==> config.mk <==
export PLATFORM = sky130hd
export DESIGN_NAME = weight_fifo_bank_flat
export DESIGN_NICKNAME = d
export VERILOG_FILES = /design/src/rtl/weight_fifo_bank_if.sv /design/src/rtl/weight_fifo_bank.sv /design/src/flat_wrapper.sv
export SDC_FILE = /design/constraint.sdc
export NUM_CORES = 2
export LEC_CHECK = 0
export CAP_MARGIN = 20
export CORE_MARGIN = 10
export CORE_UTILIZATION = 45
export DETAILED_ROUTE_END_ITERATION = 6
export PLACE_DENSITY = 0.66
export SKIP_CTS_REPAIR_TIMING = 1
export SYNTH_ARGS = -nofsm -noshare
export SYNTH_HDL_FRONTEND = slang
export SYNTH_SLANG_ARGS = --single-unit
==> constraint.sdc <==
create_clock -name clk -period 26.4 [get_ports clk]
set_input_delay 5.28 -clock clk [delete_from_list [all_inputs] [get_ports clk]]
set_output_delay 5.28 -clock clk [all_outputs]
set_load 0.02 [all_outputs]
==> src/rtl/weight_fifo_bank_if.sv <==
// Row-write / per-column-pop bus between the load path and the weight FIFO bank.
interface weight_fifo_bank_if #(
  parameter int fifo_width = 16,
  parameter int data_width = 8
);
  logic                             wr_en;
  logic [fifo_width*data_width-1:0] wr_data;
  logic [fifo_width-1:0]            fifo_en;
  logic [fifo_width*data_width-1:0] rd_data;
  logic [fifo_width-1:0]            rd_valid;
  logic [fifo_width-1:0]            col_empty;
  logic                             full;
  logic                             empty;
  logic                             overflow;
  logic                             underflow;

  modport master (
    output wr_en, wr_data, fifo_en,
    input  rd_data, rd_valid, col_empty, full, empty, overflow, underflow
  );

  modport slave (
    input  wr_en, wr_data, fifo_en,
    output rd_data, rd_valid, col_empty, full, empty, overflow, underflow
  );
endinterface

==> src/rtl/weight_fifo_bank.sv <==
// Bank of column FIFOs sharing one write pointer; each column pops independently
// under its fifo_en bit with registered read data.
module weight_fifo_bank #(
  parameter int fifo_width = 16,
  parameter int data_width = 8,
  parameter int depth      = 16
) (
  input logic               clk,
  input logic               reset,
  weight_fifo_bank_if.slave bus
);
  localparam int PW = $clog2(depth);
  localparam int CW = $clog2(depth + 1);
  localparam logic [CW-1:0] DEPTH_C = CW'(depth);

  logic [fifo_width*data_width-1:0] mem [depth];
  logic [PW-1:0]                    wr_ptr;
  logic [PW-1:0]                    rd_ptr [fifo_width];
  logic [CW-1:0]                    count  [fifo_width];
  logic [fifo_width-1:0]            pop_ok;
  logic [fifo_width-1:0]            col_full;
  logic [fifo_width-1:0]            col_empty;
  logic                             push_ok;
  logic [fifo_width*data_width-1:0] rd_data;
  logic [fifo_width-1:0]            rd_valid;
  logic                             overflow;
  logic                             underflow;

  // A full column that pops in the same cycle frees its slot, so a push is
  // still accepted and full-rate streaming needs no bubble.
  always_comb begin
    pop_ok    = '0;
    col_full  = '0;
    col_empty = '0;
    for (int unsigned i = 0; i < fifo_width; i++) begin
      pop_ok[i]    = bus.fifo_en[i] && (count[i] != '0);
      col_full[i]  = (count[i] == DEPTH_C);
      col_empty[i] = (count[i] == '0);
    end
    push_ok = bus.wr_en && ((col_full & ~pop_ok) == '0);
  end

  always_ff @(posedge clk) begin
    if (!reset && push_ok)
      mem[wr_ptr] <= bus.wr_data;
  end

  always_ff @(posedge clk) begin
    if (reset) begin
      wr_ptr    <= '0;
      rd_data   <= '0;
      rd_valid  <= '0;
      overflow  <= 1'b0;
      underflow <= 1'b0;
      for (int unsigned i = 0; i < fifo_width; i++) begin
        rd_ptr[i] <= '0;
        count[i]  <= '0;
      end
    end else begin
      if (push_ok)
        wr_ptr <= wr_ptr + PW'(1);
      if (bus.wr_en && !push_ok)
        overflow <= 1'b1;
      if ((bus.fifo_en & ~pop_ok) != '0)
        underflow <= 1'b1;
      rd_valid <= pop_ok;
      for (int unsigned i = 0; i < fifo_width; i++) begin
        if (pop_ok[i]) begin
          rd_data[i*data_width +: data_width] <= mem[rd_ptr[i]][i*data_width +: data_width];
          rd_ptr[i] <= rd_ptr[i] + PW'(1);
        end
        if (push_ok && !pop_ok[i])
          count[i] <= count[i] + CW'(1);
        else if (!push_ok && pop_ok[i])
          count[i] <= count[i] - CW'(1);
      end
    end
  end

  assign bus.rd_data   = rd_data;
  assign bus.rd_valid  = rd_valid;
  assign bus.col_empty = col_empty;
  assign bus.full      = |col_full;
  assign bus.empty     = &col_empty;
  assign bus.overflow  = overflow;
  assign bus.underflow = underflow;
endmodule
==> src/flat_wrapper.sv <==
// flat-port wrapper written by rule: the top's interface ports become plain ports
module weight_fifo_bank_flat 
#(
  parameter int fifo_width = 16,
  parameter int data_width = 8,
  parameter int depth      = 16
)
  (clk, reset, bus_wr_en, bus_wr_data, bus_fifo_en, bus_rd_data, bus_rd_valid, bus_col_empty, bus_full, bus_empty, bus_overflow, bus_underflow);
  weight_fifo_bank_if #(.fifo_width(fifo_width), .data_width(data_width)) bus_i ();
  input logic clk;
  input logic reset;
  input wire logic [$bits(bus_i.wr_en)-1:0] bus_wr_en;
  input wire logic [$bits(bus_i.wr_data)-1:0] bus_wr_data;
  input wire logic [$bits(bus_i.fifo_en)-1:0] bus_fifo_en;
  output wire logic [$bits(bus_i.rd_data)-1:0] bus_rd_data;
  output wire logic [$bits(bus_i.rd_valid)-1:0] bus_rd_valid;
  output wire logic [$bits(bus_i.col_empty)-1:0] bus_col_empty;
  output wire logic [$bits(bus_i.full)-1:0] bus_full;
  output wire logic [$bits(bus_i.empty)-1:0] bus_empty;
  output wire logic [$bits(bus_i.overflow)-1:0] bus_overflow;
  output wire logic [$bits(bus_i.underflow)-1:0] bus_underflow;
  assign bus_i.wr_en = bus_wr_en;
  assign bus_i.wr_data = bus_wr_data;
  assign bus_i.fifo_en = bus_fifo_en;
  assign bus_rd_data = bus_i.rd_data;
  assign bus_rd_valid = bus_i.rd_valid;
  assign bus_col_empty = bus_i.col_empty;
  assign bus_full = bus_i.full;
  assign bus_empty = bus_i.empty;
  assign bus_overflow = bus_i.overflow;
  assign bus_underflow = bus_i.underflow;
  weight_fifo_bank #(.fifo_width(fifo_width), .data_width(data_width), .depth(depth)) u_core (.clk(clk), .reset(reset), .bus(bus_i));
endmodule
==> out/summary.txt <==
cell taking the most area after synthesis -> edfxtp_1
clock sink count -> 2342
Die H -> 470 um
RSZ-0062 raised after global routing -> false
maximum VDD drop -> 0.0724 mV
Max-cap violations -> 0
post-route ant nets -> 0
Worst-path clk slew -> 0.06 ns
gpl congestion -> 0.804
multi-input logic area -> 21400 um2
largest net degree at the start of global routing -> 100
Area after DPL -> 97700 um2
TritonCTS clock tree -> built
pwr/cell area -> 93.6 nW/um2
global-route wire length before repair -> 328000 um
placement row count -> 165
reg-to-reg endpoint -> u_core.mem[15][111]
Core Area -> 202000 um2
HPWL after DPL -> 128000 um
total die area -> 221000 um2
asr flop ratio synth -> 0%
Clk Tree Root Cell -> clkbuf_16
register area -> 68800 um2
Yosys top cell area share -> 72.2%
Worst R2R Setup Slack -> 21.17 ns
ys flop type -> edfxtp_1
Clk network pwr share -> 33.2%
cells after synthesis -> 4381
Max transition margin -> 26.3%
Max Transition Viols Final -> 0
initial antenna violation count -> 45
number of port buffers -> 310
Synth area leaders -> edfxtp_1 (72%), mux4_2 (16%), dfxtp_1 (3.3%)
Ports -> 311
total grt overflow -> 0
Clock Skew -> 0.0530 ns
Ys Warns -> 0
Fill cells -> 15700
Synth cell types -> 56
top-count cell post-synth -> edfxtp_1
Die X -> 470 um
placed cell count -> 7225
Routed WL -> 223000 um
drt pass-1 iters -> 6
# setup viols final -> 0
Min Clock Period, post-route -> 9.67 ns
fin cells -> 7668
DRT iter0 DRCs -> 4328
Flop pwr share -> 46.4%
Gate power share -> 20.4%
worst hold path class -> flip-flop to flip-flop
Worst Setup End Kind -> flip-flop
R2R Path Start -> u_core.count[0][24]
syn nets -> 4611
status -> finished clean
crit-path max FO -> 43
Final WS setup -> 16.73 ns
H-tree depth -> 4
CTS Buf Count -> 229
Synth Area per Inst -> 20.8 um2
worst skew pair latency -> 0.87 ns
ratio of cells with drive above 1 in the final layout -> 23.3%
Leak -> 33.2 nW
Via Count -> 45100
vias per cell -> 5.88
hold depth -> 2
switch share -> 27.8%
DRC viols -> 0
setup TNS -> 0 ns
Sw Pwr -> 2.74 mW
actual slew at the worst max-slew pin -> 1.11 ns
Longest Clk Path Bufs -> 3
synth cell count leaders -> edfxtp_1 (2192), mux4_2 (640), nand2_1 (310)
DR WL/cell -> 29.1 um
WP data required -> 26.87 ns
worst min-delay path endpoint -> u_core.bus.rd_data[84]
number of global-route vias before repair -> 46600
CP Class -> input port to flip-flop
CP arrival -> 10.14 ns
EDFF count, synth -> 2192
Area Growth Syn to Fin -> 15.5%
sequential area share after synthesis -> 75.5%
Hold Crit Start -> u_core.bus.rd_data[84]
Max Fclk -> 103 MHz
GRT Total Usage -> 19.9%
Worst Setup Start Kind -> input port
synthesis-stage register bit count -> 2342
initial core utilization -> 45.2%
worst reg2reg path depth -> 10
final net count -> 5015
Synth Cell Area -> 91200 um2
endpoints failing hold -> 0
pre-CTS setup slack -> 15.86 ns
fin crit share -> 36.6%
P_int -> 7.11 mW
Final Instance Area -> 105000 um2
power by group through the flow:
stage               Clock [mW]  Sequential [mW]  Combinational (mW)
floorplan                    0             4.59                1.35
global placement             0             4.65                1.99
detailed placement           0             4.66                2.02
CTS                       3.34             4.58                2.03
global route              3.49             4.61                2.15
finish                    3.27             4.58                2.01
how the worst max path moves through the flow:
| stage | from | to | slack, ns | depth (start not counted) |
|---|---|---|---|---|
| floorplan | bus_fifo_en[13] | u_core.mem[0][0] | 7.04 | 6 |
| global placement | bus_fifo_en[3] | u_core.mem[15][73] | 15.97 | 9 |
| detailed placement | bus_fifo_en[3] | u_core.mem[15][111] | 15.86 | 9 |
| CTS | bus_fifo_en[3] | u_core.mem[15][111] | 16.78 | 9 |
| global route | bus_fifo_en[3] | u_core.mem[15][111] | 16.55 | 9 |
| finish | bus_fifo_en[3] | u_core.mem[15][111] | 16.73 | 9 |
layout make-up:
cell class,instances,area share [%]
flip-flops and latches,2342,65.3
clock inverters,122,1.25
inverters,32,0.116
diodes,15,0.0356
clock buffers,305,5.96
well taps,2672,3.17
multi-input cells,1750,20.3
repair buffers,430,3.86
worst max-delay path: stages:
cell,delay [ns]
clkdlybuf4s50_1,0.81
o221ai_1,0.28
nor4_4,0.32
buf_4,0.48
nand3_2,0.11
buf_4,0.30
nor3_2,0.87
buf_4,0.76
buf_4,0.79
state kept, by name (all words and copies together), names as in the netlist:
name / cells
u_core.count: 80
u_core.wr_ptr: 4
u_core.bus.rd_data: 128
u_core.rd_ptr: 64
u_core.bus.rd_valid: 16
u_core.bus.overflow: 1
u_core.mem: 2048
u_core.bus.underflow: 1
kinds of logic after synthesis:
group / synth area share [%]
DFF: 75.5
xor gates and xnor gates: 0.624
buffers and inverters: 1.28
and+or+nand+nor: 3.42
adders and majority gates: 1.26
AOI/OAI and AO/OA: 2.06
muxes: 15.9
routing by layer:
metal	up-vias	track usage [%]	wire length [um]
met4	38	7.15	7910
met3	425	4.24	15000
met5	-	0	263
met2	1617	32.5	110000
met1	24100	26.5	90300
li1	18900	-	-
through the flow:
step	power [mW]	utilization, %	hold WS [ns]
floorplan	5.93	-	0.491
global placement	6.64	48.4	0.443
detailed placement	6.68	48.4	0.449
CTS	9.95	52.1	0.457
global route	10.3	52.2	0.472
finish	9.86	52.2	0.453
placed cells by master, fill, tap and decap left out, types with 54 or more instances in the layout:
cell	instances
nor2_1	67
dfxtp_1	150
ha_1	68
nand2_1	310
mux4_2	640
edfxtp_1	2192
clkbuf_16	231
buf_4	116
nor3_1	54
clkdlybuf4s50_1	308
a21oi_1	168
(Power assumes the default switching activity.)
